--- config.mk ---
export PLATFORM = sky130hd
export DESIGN_NAME = chunked_compare_unit_flat
export DESIGN_NICKNAME = d
export VERILOG_FILES = /design/src/rtl/chunked_compare_unit_pkg.sv /design/src/rtl/chunked_compare_unit_if.sv /design/src/rtl/chunked_compare_unit_chunk.sv /design/src/rtl/chunked_compare_unit.sv /design/src/flat_wrapper.sv
export SDC_FILE = /design/constraint.sdc
export NUM_CORES = 1
export LEC_CHECK = 0
export CAP_MARGIN = 20
export CELL_PAD_IN_SITES_DETAIL_PLACEMENT = 1
export CELL_PAD_IN_SITES_GLOBAL_PLACEMENT = 2
export CORE_ASPECT_RATIO = 0.7
export CORE_UTILIZATION = 37
export CTS_BUF_LIST = sky130_fd_sc_hd__clkbuf_4 sky130_fd_sc_hd__clkbuf_8
export CTS_CLUSTER_DIAMETER = 30
export DETAILED_ROUTE_END_ITERATION = 6
export GPL_TIMING_DRIVEN = 0
export MAX_ROUTING_LAYER = met4
export PLACE_DENSITY = 0.95
export SYNTH_ARGS = -nofsm -noshare
export SYNTH_HDL_FRONTEND = slang
export SYNTH_SLANG_ARGS = --single-unit
--- constraint.sdc ---
create_clock -name clk_i -period 9.15 [get_ports clk_i]
set_input_delay 1.83 -clock clk_i [delete_from_list [all_inputs] [get_ports clk_i]]
set_output_delay 1.83 -clock clk_i [all_outputs]
set_load 0.01 [all_outputs]
--- src/rtl/chunked_compare_unit_pkg.sv ---
// Shared definitions for the chunked compare unit.
//   compare_unit_op_t  : comparison opcode (EQ, NE, LT, GE, LTU, GEU); the
//                        encodings 6 and 7 are undefined and yield a 0 result.
//   chunk_cmp_state_t  : control FSM states of the chunked compare unit.
package definitions;

  typedef enum logic [2:0] {
    EQ  = 3'd0,
    NE  = 3'd1,
    LT  = 3'd2,
    GE  = 3'd3,
    LTU = 3'd4,
    GEU = 3'd5
  } compare_unit_op_t;

  typedef enum logic [1:0] {
    IDLE = 2'd0,
    SCAN = 2'd1,
    DONE = 2'd2
  } chunk_cmp_state_t;

endpackage

--- src/rtl/chunked_compare_unit_if.sv ---
// Request/result handshake bundle of the chunked compare unit.
//   valid_i / ready_o                    : request handshake (requester -> unit)
//   compare_unit_op_i, in1_i, in2_i      : request payload
//   valid_o / ready_i                    : result handshake (unit -> consumer)
//   res_o                                : one-bit comparison result
// The master modport is the requester/consumer side, slave is the unit.
interface chunked_compare_unit_if #(
  parameter int WIDTH = 32
);
  import definitions::*;

  logic             valid_i;
  logic             ready_o;
  compare_unit_op_t compare_unit_op_i;
  logic [WIDTH-1:0] in1_i;
  logic [WIDTH-1:0] in2_i;
  logic             valid_o;
  logic             ready_i;
  logic             res_o;

  modport master (
    output valid_i, compare_unit_op_i, in1_i, in2_i, ready_i,
    input  ready_o, valid_o, res_o
  );

  modport slave (
    input  valid_i, compare_unit_op_i, in1_i, in2_i, ready_i,
    output ready_o, valid_o, res_o
  );

endinterface

--- src/rtl/chunked_compare_unit_chunk.sv ---
// compare_chunk: combinational compare of one CHUNK-bit slice pair.
//   a_i, b_i  : operand slices
//   signed_i  : 1 = two's-complement compare, 0 = unsigned compare
//   ne_o      : slices differ
//   lt_o      : a_i < b_i under the selected signedness
module compare_chunk #(
  parameter int CHUNK = 8
) (
  input  logic [CHUNK-1:0] a_i,
  input  logic [CHUNK-1:0] b_i,
  input  logic             signed_i,
  output logic             ne_o,
  output logic             lt_o
);

  logic signed [CHUNK-1:0] a_s;
  logic signed [CHUNK-1:0] b_s;

  assign a_s  = a_i;
  assign b_s  = b_i;
  assign ne_o = (a_i != b_i);
  assign lt_o = signed_i ? (a_s < b_s) : (a_i < b_i);

endmodule

--- src/rtl/chunked_compare_unit.sv ---
// chunked_compare_unit: multi-cycle comparator that walks two WIDTH-bit
// operands CHUNK bits per cycle, MSB chunk first, and returns one result bit
// per transaction over valid/ready handshakes.
//   clk_i     : clock, all state updates on the rising edge
//   reset_ni  : synchronous active-low reset
//   bus       : chunked_compare_unit_if.slave (request in, result out)
// Optional feature macro: COMPARE_EARLY_EXIT_EN -- when defined, SCAN ends on
// the first differing chunk; otherwise SCAN always visits all NCHUNK chunks.
// Results are identical in both builds, only latency differs.
module chunked_compare_unit
  import definitions::*;
#(
  parameter int WIDTH = 32,
  parameter int CHUNK = 8
) (
  input  logic                  clk_i,
  input  logic                  reset_ni,
  chunked_compare_unit_if.slave bus
);

  localparam int NCHUNK = WIDTH / CHUNK;
  localparam int IDX_W  = (NCHUNK > 1) ? $clog2(NCHUNK) : 1;

  chunk_cmp_state_t state;
  logic [IDX_W-1:0] idx;
  logic             decided;
  logic             lt;
  logic             res_q;
  compare_unit_op_t op_q;
  logic [WIDTH-1:0] in1_q;
  logic [WIDTH-1:0] in2_q;

  logic [CHUNK-1:0] c1;
  logic [CHUNK-1:0] c2;
  logic             chunk_ne;
  logic             chunk_lt;
  logic             use_signed;
  logic             last_chunk;
  logic             decided_nx;
  logic             lt_nx;
  logic             scan_exit;

  function automatic logic map_result(input compare_unit_op_t op,
                                      input logic dec, input logic l);
    logic r;
    case (op)
      EQ:       r = ~dec;
      NE:       r = dec;
      LT, LTU:  r = l;
      GE, GEU:  r = ~l;
      default:  r = 1'b0;
    endcase
    return r;
  endfunction

  // Chunk select: idx 0 addresses the most significant chunk.
  always_comb begin
    c1 = '0;
    c2 = '0;
    for (int i = 0; i < NCHUNK; i++) begin
      if (idx == IDX_W'(i)) begin
        c1 = in1_q[(NCHUNK-1-i)*CHUNK +: CHUNK];
        c2 = in2_q[(NCHUNK-1-i)*CHUNK +: CHUNK];
      end
    end
  end

  // Only the sign-carrying MSB chunk is compared signed, and only for LT/GE.
  assign use_signed = ((op_q == LT) || (op_q == GE)) && (idx == '0);
  assign last_chunk = (idx == IDX_W'(NCHUNK - 1));

  compare_chunk #(.CHUNK(CHUNK)) u_chunk (
    .a_i      (c1),
    .b_i      (c2),
    .signed_i (use_signed),
    .ne_o     (chunk_ne),
    .lt_o     (chunk_lt)
  );

  // Once decided, lt is frozen: later chunks cannot override the MSB-most
  // difference.
  assign decided_nx = decided | chunk_ne;
  assign lt_nx      = decided ? lt : (chunk_ne & chunk_lt);

`ifdef COMPARE_EARLY_EXIT_EN
  assign scan_exit = last_chunk | chunk_ne;
`else
  assign scan_exit = last_chunk;
`endif

  // Operand capture: data path, not reset.
  always_ff @(posedge clk_i) begin
    if (state == IDLE && bus.valid_i) begin
      op_q  <= bus.compare_unit_op_i;
      in1_q <= bus.in1_i;
      in2_q <= bus.in2_i;
    end
  end

  // Control FSM.
  always_ff @(posedge clk_i) begin
    if (!reset_ni) begin
      state   <= IDLE;
      res_q   <= 1'b0;
      idx     <= '0;
      decided <= 1'b0;
      lt      <= 1'b0;
    end else begin
      case (state)
        IDLE: begin
          if (bus.valid_i) begin
            idx     <= '0;
            decided <= 1'b0;
            lt      <= 1'b0;
            state   <= SCAN;
          end
        end
        SCAN: begin
          decided <= decided_nx;
          lt      <= lt_nx;
          if (scan_exit) begin
            res_q <= map_result(op_q, decided_nx, lt_nx);
            state <= DONE;
          end else begin
            idx <= idx + 1'b1;
          end
        end
        DONE: begin
          if (bus.ready_i) state <= IDLE;
        end
        default: state <= IDLE;
      endcase
    end
  end

  assign bus.ready_o = (state == IDLE);
  assign bus.valid_o = (state == DONE);
  assign bus.res_o   = res_q;

endmodule

--- src/flat_wrapper.sv ---
// flat-port wrapper written by rule: the top's interface ports become plain ports
module chunked_compare_unit_flat import definitions::*;
#(
  parameter int WIDTH = 32,
  parameter int CHUNK = 8
)
  (clk_i, reset_ni, bus_valid_i, bus_compare_unit_op_i, bus_in1_i, bus_in2_i, bus_ready_i, bus_ready_o, bus_valid_o, bus_res_o);
  chunked_compare_unit_if #(.WIDTH(WIDTH)) bus_i ();
  input  logic clk_i;
  input  logic reset_ni;
  input wire logic [$bits(bus_i.valid_i)-1:0] bus_valid_i;
  input wire logic [$bits(bus_i.compare_unit_op_i)-1:0] bus_compare_unit_op_i;
  input wire logic [$bits(bus_i.in1_i)-1:0] bus_in1_i;
  input wire logic [$bits(bus_i.in2_i)-1:0] bus_in2_i;
  input wire logic [$bits(bus_i.ready_i)-1:0] bus_ready_i;
  output wire logic [$bits(bus_i.ready_o)-1:0] bus_ready_o;
  output wire logic [$bits(bus_i.valid_o)-1:0] bus_valid_o;
  output wire logic [$bits(bus_i.res_o)-1:0] bus_res_o;
  assign bus_i.valid_i = bus_valid_i;
  assign bus_i.compare_unit_op_i = bus_compare_unit_op_i;
  assign bus_i.in1_i = bus_in1_i;
  assign bus_i.in2_i = bus_in2_i;
  assign bus_i.ready_i = bus_ready_i;
  assign bus_ready_o = bus_i.ready_o;
  assign bus_valid_o = bus_i.valid_o;
  assign bus_res_o = bus_i.res_o;
  chunked_compare_unit #(.WIDTH(WIDTH), .CHUNK(CHUNK)) u_core (.clk_i(clk_i), .reset_ni(reset_ni), .bus(bus_i));
endmodule
==> summary.md <==
| Metric | Value |
|---|---|
| First-pass GRT wire length | 12500 µm |
| FFs w/ async S/R, synth | 0% |
| Area leader, netlist | edfxtp_1 |
| Final #Nets | 415 |
| P per Cell Area | 191 nW/µm² |
| Finished Layout Cells | 453 |
| Status | finished clean |
| Post-synth EDFFs | 67 |
| Kind of critical path | flip-flop to flip-flop |
| Synth warn | 0 |
| Row count | 27 |
| Share of the yosys chip area belonging to registers | 67.1% |
| Top FF cell, synth | edfxtp_1 |
| Yosys reg bits | 74 |
| Top cell type's share of synthesized area | 62.8% |
| Core ar. | 8140 µm² |
| Routed len/inst | 17.3 µm |
| Synth area leaders | edfxtp_1, a21oi_1, ha_1 |
| Setup TNS | 0 ns |
| Via count | 2266 |
| Number of diodes | 0 |
| Worst-path clk slew | 0.07 ns |
| Worst Skew | 0.00365 ns |
| Hold-fix buffers, CTS | 0 |
| Dpl hpwl | 5780 µm |
| Final setup fails | 0 |
| CTS H-Tree Depth | 3 |
| Vias in the first global route | 2510 |
| Endpoints failing hold | 0 |
| Post-Synthesis Cells | 248 |
| Final slew viol count | 0 |
| Layout cells sized above 1 | 8.31% |
| Final Cycle Share | 40.4% |
| Vias per cell | 5.00 |
| Root Buffer | clkbuf_8 |
| Most common cell after layout, fill and taps aside | clkdlybuf4s50_1 |
| Crit path DAT | 4.00 ns |
| Chip height | 79.9 µm |
| Cells after DPL | 437 |
| DRT Wirelength | 7830 µm |
| Hold Path Origin | u_core.state[1]$_SDFFE_PN0P_ |
| Post-CTS Setup Inserts | 0 |
| Worst path required time | 9.45 ns |
| Lkg Pwr | 1.54 nW |
| Port Buffers | 73 |
| Net Count, Synth | 331 |
| Crit path max fanout | 10 |
| Slew margin rel. | 42.0% |
| Netlist cell types | 41 |
| Die Wd | 113 µm |
| Hold Crit Depth | 1 |
| CP Launch Point | u_core.idx[1]$_SDFFE_PN0P_ |
| Worst ir drop on vdd | 0.0852 mV |
| CP Launch Type | flip-flop |
| Worst Hold Class | flip-flop to flip-flop |
| Tot GR Track Use | 19.4% |
| Later-pin clock latency in the skew report | 0.35 ns |
| Average size of a mapped cell | 12.9 µm² |
| CTS tree | built |
| Initial antenna violation count | 0 |
| CTS Buf Count | 9 |
| Fmax | 0.270 GHz |
| Largest net degree at the start of global routing | 68 |
| Most frequent cells in the layout | clkdlybuf4s50_1, edfxtp_1, a21oi_1, nor2_1, a22oi_1 |
| RSZ-0062 raised after global routing | no |
| Gr ovfl total | 0 |
| CP endpoint kind | flip-flop |
| Number of iterations in the first detailed-routing pass | 4 |
| Area Overhead vs Synth | 34.6% |
| Die Area | 9050 µm² |
| CTS resizes | 0 |
| Max Root-Sink Buffers | 2 |
| Clock Sinks | 74 |
| Mapped Area | 3210 µm² |
| Initial DRC count | 99 |
| Ports | 74 |
| Final GP Congestion | 0.910 |
| Max-cap violations | 0 |
| Measured slew at the worst slew-check pin | 0.870 ns |
| Starting Density | 39.4% |
| Min Clock Period, post-route | 3.70 ns |
| Number of routed nets with antenna violations | 0 |
| Worst reg2reg path startpoint | u_core.idx[1]$_SDFFE_PN0P_ |
| # DRC | 0 |
| Reg2Reg Depth | 15 |
## per-layer routing
| metal | part of all wire, % | track usage, % | up-vias |
|---|---|---|---|
| met3 | 5.2 | 6.23 | 11 |
| li1 | - | - | 1098 |
| met2 | 47 | 31.8 | 62 |
| met5 | 0 | - | - |
| met4 | 1.6 | 6.97 | 0 |
| met1 | 47 | 22.6 | 1095 |
## per-stage QoR
step	util, %	power (mW)	hold slack, ns	worst slack (ns)	cell area [µm²]
after floorplan	-	0.477	0.479	5.31	3210
after global placement	50.1	0.530	0.547	4.20	4080
after detailed placement	50.2	0.535	0.554	5.49	4080
after CTS	53.0	0.832	0.570	5.46	4320
after global routing	53.0	0.858	0.601	5.14	4320
final	53.0	0.823	0.567	5.45	4320
## state kept, by name (all words and copies together) (netlist names)
register	cells
u_core.bus.res_o	1
u_core.lt	1
u_core.in2_q	32
u_core.decided	1
u_core.in1_q	32
u_core.op_q	3
u_core.state	2
u_core.idx	2
## synth_stat cells (2+ instances only)
cell type / count
dfxtp_1: 7
nand2b_1: 4
and2_1: 3
clkbuf_1: 6
inv_1: 4
nand3_1: 2
nor2b_1: 8
buf_2: 3
nor2_1: 26
a21oi_1: 30
ha_1: 12
nand2_1: 16
edfxtp_1: 67
a22oi_1: 17
and2b_2: 2
a31oi_1: 2
o21ai_0: 15
## critical path, stage by stage, from the launching register on
cell and delay [ns]:
dfxtp_1 0.40, inv_1 0.10, ha_1 0.19, buf_2 0.18
nor2b_1 0.38, buf_2 0.31, a22oi_1 0.10, nor2_1 0.12
a21oi_1 0.05, o21ai_0 0.27, ha_1 0.33, a21oi_1 0.13
o21ai_0 0.19, a211o_1 0.33, a2111oi_2 0.37, o311a_1 0.19
## area by class of cell
cell class	count	area, µm²
Buffer	11	46.3
Fill cell	831	3830
Tap cell	116	145
Sequential cell	74	2150
Multi-Input combinational cell	159	995
Inverter	4	15.0
Clock inverter	7	108
Clock buffer	9	124
Timing Repair Buffer	73	731
## kinds of logic after synthesis
logic type,after synthesis,share of synthesized area [%]
AO/OA/AOI/OAI,75,14.6
XOR/XNOR,2,0.547
adder cells (fa/ha/maj),12,4.68
buffers and inverters,15,1.91
flip-flops,74,67.1
multiplexers,2,0.664
AND/OR/NAND/NOR,68,10.4
## power by group
part           switching [mW]  internal [mW]
Sequential            0.00841          0.394
Clock                   0.119          0.178
Combinational          0.0638         0.0602
Total                   0.191          0.632
## final timing paths
path / endpoint / slack, ns
min reg2reg: u_core.state[0]$_SDFFE_PN0P_ / 0.57
max: u_core.bus.res_o$_SDFFE_PN0P_ / 5.45
min: u_core.state[0]$_SDFFE_PN0P_ / 0.57
max reg2reg: u_core.bus.res_o$_SDFFE_PN0P_ / 5.45
Power figures use the tool's default switching activity.
